## src/rtl/jk_cmd_pkg.sv

```systemverilog
// Shared FSM state encoding and JK command codes ({J,K}) for the JK command stage.
package jk_cmd_pkg;

   typedef enum logic [1:0] {
      IDLE      = 2'd0,
      WAIT_PAIR = 2'd1,
      ISSUE     = 2'd2
   } state_e;

   localparam logic [1:0] CMD_SET  = 2'b10;
   localparam logic [1:0] CMD_CLR  = 2'b01;
   localparam logic [1:0] CMD_TGL  = 2'b11;
   localparam logic [1:0] CMD_NONE = 2'b00;

endpackage

```

## src/rtl/jk_debounce.sv

```systemverilog
// Button synchroniser, debouncer and rise detector; raw edge to oRise is 2+DEB_CYCLES cycles.
// No backpressure: oRise is a single-cycle pulse that downstream must take or lose.
module jk_debounce #(
   parameter int DEB_CYCLES = 16,
   parameter int CNT_W      = 8
) (
   input  logic iClk,
   input  logic iRst,
   input  logic iBtn,
   output logic oDeb,
   output logic oRise
);

   logic             sync1_q, sync1_d;
   logic             sync2_q, sync2_d;
   logic             deb_q, deb_d;
   logic             rise_q, rise_d;
   logic [CNT_W-1:0] cnt_q, cnt_d;

   always_comb begin
      sync1_d = iBtn;
      sync2_d = sync1_q;
      deb_d   = deb_q;
      cnt_d   = '0;
      // Any return to the current debounced level drops the count back to zero.
      if (sync2_q != deb_q) begin
         if (cnt_q == CNT_W'(DEB_CYCLES - 1)) begin
            deb_d = sync2_q;
         end else begin
            cnt_d = cnt_q + 1'b1;
         end
      end
      rise_d = deb_d & ~deb_q;
   end

   always_ff @(posedge iClk) begin
      if (iRst) begin
         sync1_q <= 1'b0;
         sync2_q <= 1'b0;
         deb_q   <= 1'b0;
         rise_q  <= 1'b0;
         cnt_q   <= '0;
      end else begin
         sync1_q <= sync1_d;
         sync2_q <= sync2_d;
         deb_q   <= deb_d;
         rise_q  <= rise_d;
         cnt_q   <= cnt_d;
      end
   end

   assign oDeb  = deb_q;
   assign oRise = rise_q;

endmodule

```

## src/rtl/jk_cmd_ctrl.sv

```systemverilog
// Turns two raw buttons into one-cycle J/K/CE commands; oCE follows a lone rise by PAIR_WIN+1, a paired rise by 1.
// No backpressure; JK_CMD_AUTO_REPEAT_EN adds periodic reissue of a held single-channel command.
module jk_cmd_ctrl
   import jk_cmd_pkg::*;
#(
   parameter int DEB_CYCLES = 16,
   parameter int PAIR_WIN   = 4,
   parameter int CNT_W      = 8
`ifdef JK_CMD_AUTO_REPEAT_EN
   , parameter int REPEAT_CYCLES = 200
`endif
) (
   input  logic iClk,
   input  logic iRst,
   input  logic iBtnJ,
   input  logic iBtnK,
   output logic oJ,
   output logic oK,
   output logic oCE,
   output logic oBusy
);

   logic             deb_j, deb_k, rise_j, rise_k;
   state_e           state_q, state_d;
   logic [1:0]       cmd_q, cmd_d;
   logic [1:0]       pend_q, pend_d;
   logic [CNT_W-1:0] win_q, win_d;

   jk_debounce #(.DEB_CYCLES(DEB_CYCLES), .CNT_W(CNT_W)) u_deb_j (
      .iClk(iClk), .iRst(iRst), .iBtn(iBtnJ), .oDeb(deb_j), .oRise(rise_j)
   );

   jk_debounce #(.DEB_CYCLES(DEB_CYCLES), .CNT_W(CNT_W)) u_deb_k (
      .iClk(iClk), .iRst(iRst), .iBtn(iBtnK), .oDeb(deb_k), .oRise(rise_k)
   );

`ifdef JK_CMD_AUTO_REPEAT_EN
   localparam int RPT_W = $clog2(REPEAT_CYCLES + 1);

   logic             rpt_act;
   logic [RPT_W-1:0] rpt_cnt_q, rpt_cnt_d;

   // Only a still-held single-channel command is eligible for reissue.
   assign rpt_act = ((cmd_q == CMD_SET) && deb_j) || ((cmd_q == CMD_CLR) && deb_k);

   always_comb begin
      rpt_cnt_d = '0;
      if (state_q == ISSUE) begin
         rpt_cnt_d = RPT_W'(1);
      end else if ((state_q == IDLE) && rpt_act) begin
         rpt_cnt_d = rpt_cnt_q + 1'b1;
      end
   end

   always_ff @(posedge iClk) begin
      if (iRst) rpt_cnt_q <= '0;
      else      rpt_cnt_q <= rpt_cnt_d;
   end
`else
   logic unused_deb;
   assign unused_deb = deb_j ^ deb_k;
`endif

   always_comb begin
      state_d = state_q;
      cmd_d   = cmd_q;
      pend_d  = pend_q;
      win_d   = win_q;
      case (state_q)
         IDLE: begin
            if (rise_j && rise_k) begin
               state_d = ISSUE;
               cmd_d   = CMD_TGL;
            end else if (rise_j) begin
               state_d = WAIT_PAIR;
               pend_d  = CMD_SET;
               win_d   = '0;
            end else if (rise_k) begin
               state_d = WAIT_PAIR;
               pend_d  = CMD_CLR;
               win_d   = '0;
            end
`ifdef JK_CMD_AUTO_REPEAT_EN
            else if (rpt_act && (rpt_cnt_q == RPT_W'(REPEAT_CYCLES - 1))) begin
               state_d = ISSUE;
            end
`endif
         end
         WAIT_PAIR: begin
            if (((pend_q == CMD_SET) && rise_k) || ((pend_q == CMD_CLR) && rise_j)) begin
               state_d = ISSUE;
               cmd_d   = CMD_TGL;
            end else if (win_q == CNT_W'(PAIR_WIN - 1)) begin
               state_d = ISSUE;
               cmd_d   = pend_q;
            end else begin
               win_d = win_q + 1'b1;
            end
         end
         ISSUE:   state_d = IDLE;
         default: state_d = IDLE;
      endcase
   end

   always_ff @(posedge iClk) begin
      if (iRst) begin
         state_q <= IDLE;
         cmd_q   <= CMD_NONE;
         pend_q  <= CMD_NONE;
         win_q   <= '0;
      end else begin
         state_q <= state_d;
         cmd_q   <= cmd_d;
         pend_q  <= pend_d;
         win_q   <= win_d;
      end
   end

   assign oCE   = (state_q == ISSUE);
   assign oJ    = oCE & cmd_q[1];
   assign oK    = oCE & cmd_q[0];
   assign oBusy = (state_q != IDLE);

endmodule

```

## config.mk

```make
export PLATFORM = sky130hd
export DESIGN_NAME = jk_cmd_ctrl
export DESIGN_NICKNAME = d
export VERILOG_FILES = /design/src/rtl/jk_cmd_pkg.sv /design/src/rtl/jk_debounce.sv /design/src/rtl/jk_cmd_ctrl.sv
export SDC_FILE = /design/constraint.sdc
export NUM_CORES = 1
export LEC_CHECK = 0
export CORE_MARGIN = 1
export CORE_UTILIZATION = 30
export CTS_CLUSTER_DIAMETER = 80
export DETAILED_ROUTE_END_ITERATION = 12
export PLACE_DENSITY = 0.48
export SLEW_MARGIN = 20
export SYNTH_ARGS = -nofsm -noshare
export SYNTH_HDL_FRONTEND = slang
export SYNTH_SLANG_ARGS = --single-unit
```

## constraint.sdc

```tcl
create_clock -name iClk -period 1.8 [get_ports iClk]
set_input_delay 0.36 -clock iClk [delete_from_list [all_inputs] [get_ports iClk]]
set_output_delay 0.36 -clock iClk [all_outputs]
set_load 0.05 [all_outputs]
```

* Word-level counts from Yosys, hierarchy flattened
Cells that the tools add are included.
** Cells by class
- Reduce and logical (&&, ||, !) cells :: 14
- Bitwise operators :: 9
- $add $sub $neg :: 3
- Equality and inequality tests :: 16
- Mux-type cells :: 21
** Operators by type and width (count)
- $mux W8 :: 5
- $add A8 B1 Y8 const B :: 3
- $mux W2 :: 9
- $eq A8 B4 Y1 const B :: 2
- $pmux W8 S2 :: 1
- $eq A8 B2 Y1 const B :: 1
- $ne A2 B2 Y1 const B :: 4
- $pmux W2 S2 :: 2
- $reduce_and A3 Y1 :: 2
- $reduce_bool A2 Y1 :: 3
- $reduce_or A3 Y1 :: 2
- $not A1 Y1 :: 5
- $reduce_and A5 Y1 :: 1
- $and A1 B1 Y1 :: 4
- $eq A2 B1 Y1 const B :: 2
- $eq A2 B2 Y1 const B :: 2
- $mux W1 :: 4
- $ne A4 B2 Y1 const B :: 1
- $logic_and A1 B1 Y1 :: 3
- $ne A3 B1 Y1 const B :: 1
- $ne A3 B3 Y1 const B :: 1
- $logic_not A2 Y1 :: 1
- $ne A1 B1 Y1 :: 2
- $reduce_and A2 Y1 :: 1
- $logic_or A1 B1 Y1 :: 1
** Storage, ports and cells
- Register bits after elaboration :: 38

* Depth between registers and ports, before layout
Gate-level depths: netlist of the first run.
- Word-level depth :: 5
- Gate-level depth with buffers :: 6
- Gate-level depth less buffers :: 6

* Cells and area by module
A second synthesis of the first run with hierarchy kept.
** Unflattened totals
- Cells, all modules :: 216
- Area, all modules :: 1865.5 um2
** By module, submodules not included
- jk_debounce :: area each 485.5 um2, sequential area each 240.2 um2, times used 2, cells an instance 52
- jk_cmd_ctrl :: area each 894.6 um2, sequential area each 280.3 um2, times used 1, cells an instance 112

* Worst setup path before layout of the first run
Ideal clock, no wire load.
- Path kind :: reg2out
- From :: reg state_q[1]
- To :: out oJ
- Path slack :: -254 ps
- Required time :: 1440 ps
- Arrival :: 1694 ps
- Stages on the path, launching flop included :: 3
- Path buffers :: 0
- Cell sequence :: dfxtp_1 -> nor2b_1 -> and2_1
** On the way
- Longest elaborated chain between the ends :: 2
** Ends and longest elaborated chain
- start: declaration :: RTL line jk_cmd_ctrl.sv:24 : state_e state_q, state_d;
- start signal: assignment :: RTL line jk_cmd_ctrl.sv:112 : state_q <= state_d;
- $eq A2 B2 Y1 :: RTL line jk_cmd_ctrl.sv:119 : assign oCE = (state_q == ISSUE);
- net oCE :: RTL line jk_cmd_ctrl.sv:19 : output logic oCE,
- $and A1 B1 Y1 :: RTL line jk_cmd_ctrl.sv:120 : assign oJ = oCE & cmd_q[1];
- end: declaration :: RTL line jk_cmd_ctrl.sv:17 : output logic oJ,
The timed path passes the listed nets, and every way through them passes these cells.

* Final worst setup path of the first run
- From :: reg win_q[0]
- To :: reg win_q[5]
** On the way
- Longest elaborated chain between the ends :: 4
** Ends and longest elaborated chain
- start: declaration :: RTL line jk_cmd_ctrl.sv:27 : logic [CNT_W-1:0] win_q, win_d;
- start signal: assignment :: RTL line jk_cmd_ctrl.sv:115 : win_q <= win_d;
- $add A8 B1 Y8 :: RTL line jk_cmd_ctrl.sv:97 : win_d = win_q + 1'b1;
- $mux W8 :: RTL line jk_cmd_ctrl.sv:93 : end else if (win_q == CNT_W'(PAIR_WIN - 1)) begin
- $mux W8 :: RTL line jk_cmd_ctrl.sv:90 : if (((pend_q == CMD_SET) && rise_k) || ((pend_q == CMD_CLR) && rise_j)) begin
- $pmux W8 S2 :: RTL line jk_cmd_ctrl.sv:69 : case (state_q)
Several ways; a longest one is shown, not always the timed one. The select of a mux whose other input is x is not followed.
A chain may end at the register's enable or synchronous reset.

==> impl_metrics.json, run 1 <==
{
  "final_layout_size_suffix_gt1_frac": 0.181,
  "layout-area-overhead-vs-synth_pct": 24.9,
  "max_freq_ghz": 0.573,
  "setup_viol": 0,
  "avgSynthCellArea_um2": 9.12,
  "synth.cell_area_um2": 1650,
  "endpoint_kind": "flop",
  "clock_sink_count": 38,
  "num_io_pins": 8,
  "numCtsBuffers": 5,
  "root_buffer": "sky130_fd_sc_hd__clkbuf_8",
  "timing_worst_setup_path_type": "reg -> reg",
  "final_cells": 274,
  "drt-initial-drc-count": 44,
  "type_of_the_tightest_min_delay_check": "reg -> reg",
  "floorplan.initialDensity": 0.317,
  "timing.hold.worst_path_depth": 1,
  "placedInstanceArea_um2": 1920,
  "worst_clock_skew_ns": 0.00738,
  "synth_cell_type_count": 38,
  "regToRegEndpoint": "win_q[5]",
  "overflow": 0,
  "detailedRoute.firstPassIterationCount": 4,
  "maximum_number_of_pins_on_one_net_before_global_route_repair": 25,
  "final_max_slew_viol_count": 0,
  "critical_path.startpoint": "win_q[0]",
  "synth.ff_latch_count": 38,
  "tritoncts_clock_tree": "done",
  "path_clk_slew_ns": 0.08,
  "met1_usage": 0.136,
  "max_slew.worst_pin.slew_ns": 0.315,
  "yosys.area.top_type_share": 0.461,
  "cts.path.max_buffers": 2,
  "critPathLaunchType": "flop",
  "globalRouteTotalUtil": 0.123,
  "die_height_um": 76.2,
  "final_design_area_no_fill_um2": 2060,
  "max-vdd-ir-drop_mv": 0.243,
  "placedCellCount": 265,
  "dominantRegCellSynth": "sky130_fd_sc_hd__dfxtp_1",
  "portBuffers": 7,
  "netlist.top_cell.by_area": "sky130_fd_sc_hd__dfxtp_1",
  "worst_ep_required_time_ns": 2.03,
  "num_vias": 1317,
  "max_slew_margin": 0.788,
  "grt_use_met2": 0.220,
  "place_hpwl_um": 2330,
  "cp_data_arrival_time_ns": 1.98,
  "rsz0062_at_grt": "yes",
  "combPwrFrac": 0.019,
  "critical_path_cell_count": 7,
  "grt_use_met3": 0.0251,
  "delay_contributed_by_the_slowest_stage_of_the_critical_path_ns": 0.54,
  "hold_fix_buffers_at_cts": 0,
  "global_route_wire_length_before_repair_um": 5700,
  "power.share.clock": 0.455,
  "timing.final.crit_period_ns": 1.74,
  "critical_path.cell_chain": "ha_1, nor4b_2, nand2_1, buf_4, nand2_4, or4_1, a21oi_2",
  "buffers_plus_inverters_on_the_worst_setup_path": 1,
  "routed_wire_length_per_instance_um": 11.8,
  "max_cap_viol_count": 0,
  "layout.nets": 212,
  "top_cells_by_area_synth": "sky130_fd_sc_hd__dfxtp_1, sky130_fd_sc_hd__nor2_1, sky130_fd_sc_hd__xor2_1",
  "die_width_um": 76.2,
  "std_cell_rows": 26,
  "cpLargestDelayFamily": "simple AND/OR/NAND/NOR gates",
  "clock_latency_ns": 0.30,
  "design.die.area_um2": 5810,
  "number_of_antenna_violations_at_the_first_check_in_global_routing": 0,
  "timing.final.hold_violations": 0,
  "fin_crit_sh": 0.969,
  "core_region_area_um2": 5200,
  "antenna_violating_nets_remaining": 0,
  "synth_sequential_area_ratio": 0.461,
  "vias_per_cell": 4.81,
  "power_density_nw_per_um2": 782,
  "n_antenna_cell": 0,
  "sw_frac_of_total": 0.211,
  "grt.busiest_layer": "met2",
  "netSwitchingPower_uw": 340,
  "seq_power_share": 0.526,
  "postSynthNetCount": 190,
  "route.detailed.drc": 0,
  "p_int_mw": 1.27,
  "h-tree-depth": 2,
  "first_global_vias": 1323,
  "yosys_warnings": 0,
  "wl_um": 3240,
  "cp_max_delay_cell": "sky130_fd_sc_hd__or4_1",
  "synth_enable_flop_cells": 0,
  "r2r_slack_ns": 0.06,
  "outcome": "finished clean",
  "worst-path-max-fanout": 8,
  "final_weighted_congestion_of_routability_driven_global_placement": 0.804,
  "r2r_start": "win_q[0]",
  "share_of_synthesized_registers_carrying_an_async_set_or_reset": 0,
  "static-leakage-power_nw": 0.739,
  "r2r.worst_path.cells": 7,
  "synth_cells": 181,
  "worstSetupEndpoint": "win_q[5]"
}
-- final cells by class --
class / instances / area, um2
tap: 70 / 87.6
clock buffer: 5 / 68.8
sequential: 38 / 763
multi-input combinational: 134 / 875
inverter: 7 / 26.3
fill: 555 / 3140
clock inverter: 3 / 45.0
timing repair buffer: 17 / 198
-- power groups by stage --
stage,clock network (mW),logic [mW],registers (mW)
finish,0.734,0.0310,0.849
global route,0.789,0.0347,0.849
CTS,0.756,0.0318,0.849
detailed placement,0,0.0316,0.869
global placement,0,0.0308,0.868
floorplan,0,0.0163,0.868
-- synth_stat cells (3+ instances only) --
| master | number |
|---|---|
| sky130_fd_sc_hd__o21ai_0 | 4 |
| sky130_fd_sc_hd__and2_1 | 3 |
| sky130_fd_sc_hd__dfxtp_1 | 38 |
| sky130_fd_sc_hd__and3_1 | 5 |
| sky130_fd_sc_hd__xor2_1 | 8 |
| sky130_fd_sc_hd__nor4b_1 | 3 |
| sky130_fd_sc_hd__nand3_1 | 12 |
| sky130_fd_sc_hd__a311oi_1 | 3 |
| sky130_fd_sc_hd__nand2_1 | 12 |
| sky130_fd_sc_hd__inv_1 | 7 |
| sky130_fd_sc_hd__nor2_1 | 27 |
| sky130_fd_sc_hd__nor2b_1 | 6 |
| sky130_fd_sc_hd__xnor2_1 | 6 |
| sky130_fd_sc_hd__nand2b_1 | 3 |
| sky130_fd_sc_hd__a31oi_1 | 3 |
| sky130_fd_sc_hd__ha_1 | 5 |
| sky130_fd_sc_hd__a21oi_1 | 10 |
-- registers in the layout, summed over array words and instances (netlist names) --
signal and flops:
cmd_q 2, pend_q 2, state_q 2, u_deb_j.cnt_q 8
u_deb_j.oDeb 1, u_deb_j.oRise 1, u_deb_j.sync1_q 1, u_deb_j.sync2_q 1
u_deb_k.cnt_q 8, u_deb_k.oDeb 1, u_deb_k.oRise 1, u_deb_k.sync1_q 1
u_deb_k.sync2_q 1, win_q 8
-- metrics by stage --
stage | hold WS (ns) | setup TNS [ns] | util | total power [mW] | setup slack (ns)
after floorplan | 0.414 | 0 | - | 0.884 | 0.0351
after global placement | 0.436 | 0 | 0.368 | 0.899 | 0.115
after detailed placement | 0.429 | 0 | 0.368 | 0.900 | 0.0763
after CTS | 0.449 | 0 | 0.390 | 1.64 | 0.0392
after global routing | 0.483 | -0.0357 | 0.396 | 1.67 | -0.0201
final | 0.442 | 0 | 0.396 | 1.61 | 0.0562
-- worst register-to-register path, cell delays in order (launching register included) --
cell and delay (ns):
sky130_fd_sc_hd__dfxtp_2 0.35, sky130_fd_sc_hd__ha_1 0.21, sky130_fd_sc_hd__nor4b_2 0.16, sky130_fd_sc_hd__nand2_1 0.09
sky130_fd_sc_hd__buf_4 0.13, sky130_fd_sc_hd__nand2_4 0.08, sky130_fd_sc_hd__or4_1 0.54, sky130_fd_sc_hd__a21oi_2 0.13
-- per-layer routing --
| metal | wire length (um) | up-vias |
|---|---|---|
| met5 | 0 | - |
| met4 | 55 | 0 |
| met3 | 92 | 5 |
| met2 | 1640 | 10 |
| met1 | 1450 | 627 |
| li1 | - | 675 |
-- layout by cell type, fill, tap and decap left out, types with 3 or more instances in the layout --
master and instances:
sky130_fd_sc_hd__dfxtp_1 36, sky130_fd_sc_hd__and2_1 3, sky130_fd_sc_hd__o21ai_0 4, sky130_fd_sc_hd__nand3_1 12, sky130_fd_sc_hd__a311oi_1 3, sky130_fd_sc_hd__clkbuf_8 5, sky130_fd_sc_hd__ha_1 5, sky130_fd_sc_hd__nor2_1 27
sky130_fd_sc_hd__inv_1 7, sky130_fd_sc_hd__nand2_1 12, sky130_fd_sc_hd__nand2b_1 3, sky130_fd_sc_hd__buf_4 9, sky130_fd_sc_hd__xnor2_1 6, sky130_fd_sc_hd__buf_12 5, sky130_fd_sc_hd__a21oi_1 9, sky130_fd_sc_hd__nor2b_1 5
sky130_fd_sc_hd__a31oi_1 3, sky130_fd_sc_hd__clkdlybuf4s50_1 3, sky130_fd_sc_hd__and3_1 5, sky130_fd_sc_hd__xor2_1 8
-- kinds of logic after synthesis --
family	count (synthesis)	share of synthesized area
buffers and inverters	9	0.0258
AND/OR/NAND/NOR	86	0.275
flip-flops	38	0.461
AO/OA/AOI/OAI	26	0.108
XOR/XNOR	14	0.0742
multiplexers	3	0.0189
adder cells (fa/ha/maj)	5	0.0379
-- how the worst min path moves through the flow --
| stage | start | slack (ns) | end |
|---|---|---|---|
| 6_report | u_deb_k.sync1_q | 0.44 | u_deb_k.sync2_q |
| 5_1_grt | u_deb_k.sync1_q | 0.48 | u_deb_k.sync2_q |
| 4_1_cts | u_deb_j.sync1_q | 0.45 | u_deb_j.sync2_q |
| 3_5_place_dp | u_deb_k.sync1_q | 0.43 | u_deb_k.sync2_q |
| 3_3_place_gp | u_deb_k.sync1_q | 0.44 | u_deb_k.sync2_q |
| 2_1_floorplan | u_deb_j.sync1_q | 0.41 | u_deb_j.sync2_q |
-- repair_timing --
action | 4_1_cts | 5_1_grt
resized for setup | 0 | 8
setup buffers | 0 | 1
hold endpoints to repair | 0 | 0
setup endpoints to repair | 0 | 10
Power figures use the tool's default switching activity.
==> inputs of run 2 (changes only) <==
--- a/config.mk
+++ b/config.mk
@@ -5,7 +5,6 @@
 export SDC_FILE = /design/constraint.sdc
 export NUM_CORES = 1
 export LEC_CHECK = 0
-export CORE_MARGIN = 1
 export CORE_UTILIZATION = 30
 export CTS_CLUSTER_DIAMETER = 80
 export DETAILED_ROUTE_END_ITERATION = 12
==> results of run 2 <==
Final layout, timing and power as in run 1 (identical DEF).
==> RTL change: new RTL, flow settings as in run 1 <==
Add an input register stage for `iBtnJ` and `iBtnK`, with the module's reset; this delays them by one clock.
--- a/src/rtl/jk_cmd_ctrl.sv
+++ b/src/rtl/jk_cmd_ctrl.sv
@@ -22,2 +22,15 @@
 
+   logic iBtnJ_q;
+   logic iBtnK_q;
+
+   always_ff @(posedge iClk) begin
+      if (iRst) begin
+         iBtnJ_q <= '0;
+         iBtnK_q <= '0;
+      end else begin
+         iBtnJ_q <= iBtnJ;
+         iBtnK_q <= iBtnK;
+      end
+   end
+
    logic             deb_j, deb_k, rise_j, rise_k;
@@ -29,3 +42,3 @@
    jk_debounce #(.DEB_CYCLES(DEB_CYCLES), .CNT_W(CNT_W)) u_deb_j (
-      .iClk(iClk), .iRst(iRst), .iBtn(iBtnJ), .oDeb(deb_j), .oRise(rise_j)
+      .iClk(iClk), .iRst(iRst), .iBtn(iBtnJ_q), .oDeb(deb_j), .oRise(rise_j)
    );
@@ -33,3 +46,3 @@
    jk_debounce #(.DEB_CYCLES(DEB_CYCLES), .CNT_W(CNT_W)) u_deb_k (
-      .iClk(iClk), .iRst(iRst), .iBtn(iBtnK), .oDeb(deb_k), .oRise(rise_k)
+      .iClk(iClk), .iRst(iRst), .iBtn(iBtnK_q), .oDeb(deb_k), .oRise(rise_k)
    );
Formal check against the unedited RTL: no difference found for any inputs over 10 cycles, from zero or initial values and one cycle with iRst high; that may be too few to reach the edited logic, so the function may still have changed.
==> RTL change against run 1 <==
- routed wire length down 2.6%
- sequential cell count up 2
- power up 4.2%
- setup slack better by 0.11 ns
- synthesized area up 8.7%
- clock skew down 0.0025 ns
- sequential power up 5.1%
- design area up 1.7%
- global-route usage down 0.57 points
- fmax up 6.4%
- register-to-register slack better by 0.14 ns
- first-iteration DRC count up 36%
- highest routed layer unchanged
==> RTL change: results (changes against run 1) <==
synth unique cells 45 (+18%); Adder-Cell Fraction of Synth Area 3.484% (-0.30 points); vias per cell 4.810 (about the same); Post-Synth XOR/XNOR Area 6.829% (-0.59 points); Setup Fix Bufs, Post-CTS 0 (unchanged); crit path max fanout 6 (-2); Main synth FF type dfxtp_1; share of cells above drive strength 1 13.68% (-4.5 points); Pre-Repair DR Iteration Count 4 (unchanged); post-synthesis sequential area ratio 44.60% (-1.5 points); complex-gate fraction of the synthesized area 9.826% (-0.93 points); first-pass GRT wire length 5713 microns (+0.25%); Peak VDD IR 383.6 uV (+58%); GRT Total Usage 11.76% (-0.57 points); gpl congestion 0.7213 (-10%); clock buffer count from CTS 5 (unchanged); largest net degree at the start of global routing 15 (-40%); Post-DP HPWL 2289 microns (-1.9%); clock latency on the worst-skew pair 0.30 ns (about the same); Arr. time, crit path 1.28 ns (-0.70 ns); min-delay worst type flop to flop; status finished, final reports clean; post-synthesis mux area share 1.185% (-0.71 points); commonest cells in the synthesized netlist dfxtp_1 (40), nor2_1 (26), nand2_1 (16), nand3_1 (15), xnor2_1 (10); slowest stage delay, CP 0.39 ns (-0.15 ns); drt wl/cell 11.11 microns (-6.0%); final layout net count 220 (+3.8%); FFs w/ async S/R, synth 0% (unchanged); diodes inserted 0 (unchanged); yosys warns 0 (unchanged); clock buffer depth 2 (unchanged); fillers 557 (+0.36%); Internal Pwr Total 1.325 mW (+4.1%); root buffer selected by CTS clkbuf_8; clk_skew 0.004848 ns (-0.002534 ns); Port Buffers 7 (unchanged); slowest stage cell, crit path dfxtp_1; CTS H-Tree Depth 2 (unchanged); Clock transition at path regs 0.08 ns (about the same); antenna violations before repair 0 (unchanged); largest registers u_deb_j.cnt_q: 8 flops, u_deb_k.cnt_q: 8 flops, win_q: 8 flops; largest cells by area after synthesis dfxtp_1 (45%), nor2_1 (5.4%), xnor2_1 (4.9%); vias in the first global route 1343 (+1.5%); post-place setup slack 0.1784 ns (+0.1021 ns); post-cts sizing count 0 (unchanged); Worst Tran Pin Value 0.4319 ns (+0.1169 ns); CP top delay family simple AND/OR/NAND/NOR gates; Leakage 0.7366 nW (-0.26%); syn nets 206 (+8.4%); 1st-iter DRT viols 60 (+36%)
[RTL change: per-layer routing]
layer,wire (microns),global-route usage (%),vias up
met4,93,8.000,0
li1,-,-,721
met1,1531,14.17,615
met5,0,0,-
met3,125,3.218,8
met2,1405,18.10,22
[RTL change: cell families (layout without fill, tap and decap cells)]
| logic type | Yosys count | count (layout) |
|---|---|---|
| simple gates | 101 | 101 |
| flops | 40 | 40 |
| compound gates | 23 | 23 |
| xor+xnor | 14 | 14 |
| buf+inv | 12 | 27 |
| fa+ha+maj | 5 | 5 |
| mux | 2 | 2 |
[RTL change: cell type report]
cell class | instances | area (sq um) | area share, %
clock buffer | 5 | 68.82 | 3.280
timing repair buffer | 13 | 155.1 | 7.394
sequential | 40 | 800.8 | 38.16
clock inverter | 3 | 46.29 | 2.206
inverter | 6 | 22.52 | 1.073
tap | 72 | 90.09 | 4.293
multi-input combinational | 145 | 914.6 | 43.59
[RTL change: worst paths after layout]
path / from / end / slack [ns] / depth (start not counted)
setup / recovery: state_q[1] / oK / 0.16 / 3
hold / removal: u_deb_j.sync1_q / u_deb_j.sync2_q / 0.44 / 1
setup reg to reg: win_q[0] / cmd_q[1] / 0.20 / 5
hold reg to reg: u_deb_j.sync1_q / u_deb_j.sync2_q / 0.44 / 1
[RTL change: worst register-to-register path: stages, from the launching register on]
cell	delay (ns)
dfxtp_1	0.37
ha_1	0.23
nor4b_1	0.30
and2_2	0.28
o21ai_2	0.10
a221oi_2	0.25
[RTL change: power by group through the flow]
| stage | logic, mW | registers [mW] | clock network, mW |
|---|---|---|---|
| final | 0.0342 | 0.892 | 0.755 |
| after global routing | 0.0385 | 0.893 | 0.821 |
| after global placement | 0.0349 | 0.913 | 0 |
| after detailed placement | 0.0348 | 0.913 | 0 |
| after CTS | 0.0350 | 0.892 | 0.782 |
| after floorplan | 0.0212 | 0.913 | 0 |
[RTL change: through the flow]
| step | power (mW) | utilization [%] | hold slack [ns] | instances | cell area (sq um) |
|---|---|---|---|---|---|
| floorplan | 0.9339 | - | 0.4138 | 197 | 1798 |
| global placement | 0.9480 | 35.15 | 0.4166 | 276 | 1983 |
| detailed placement | 0.9480 | 35.15 | 0.4242 | 276 | 1983 |
| CTS | 1.709 | 37.19 | 0.4461 | 284 | 2098 |
| global route | 1.753 | 37.19 | 0.4535 | 284 | 2098 |
| finish | 1.682 | 37.19 | 0.4403 | 284 | 2098 |
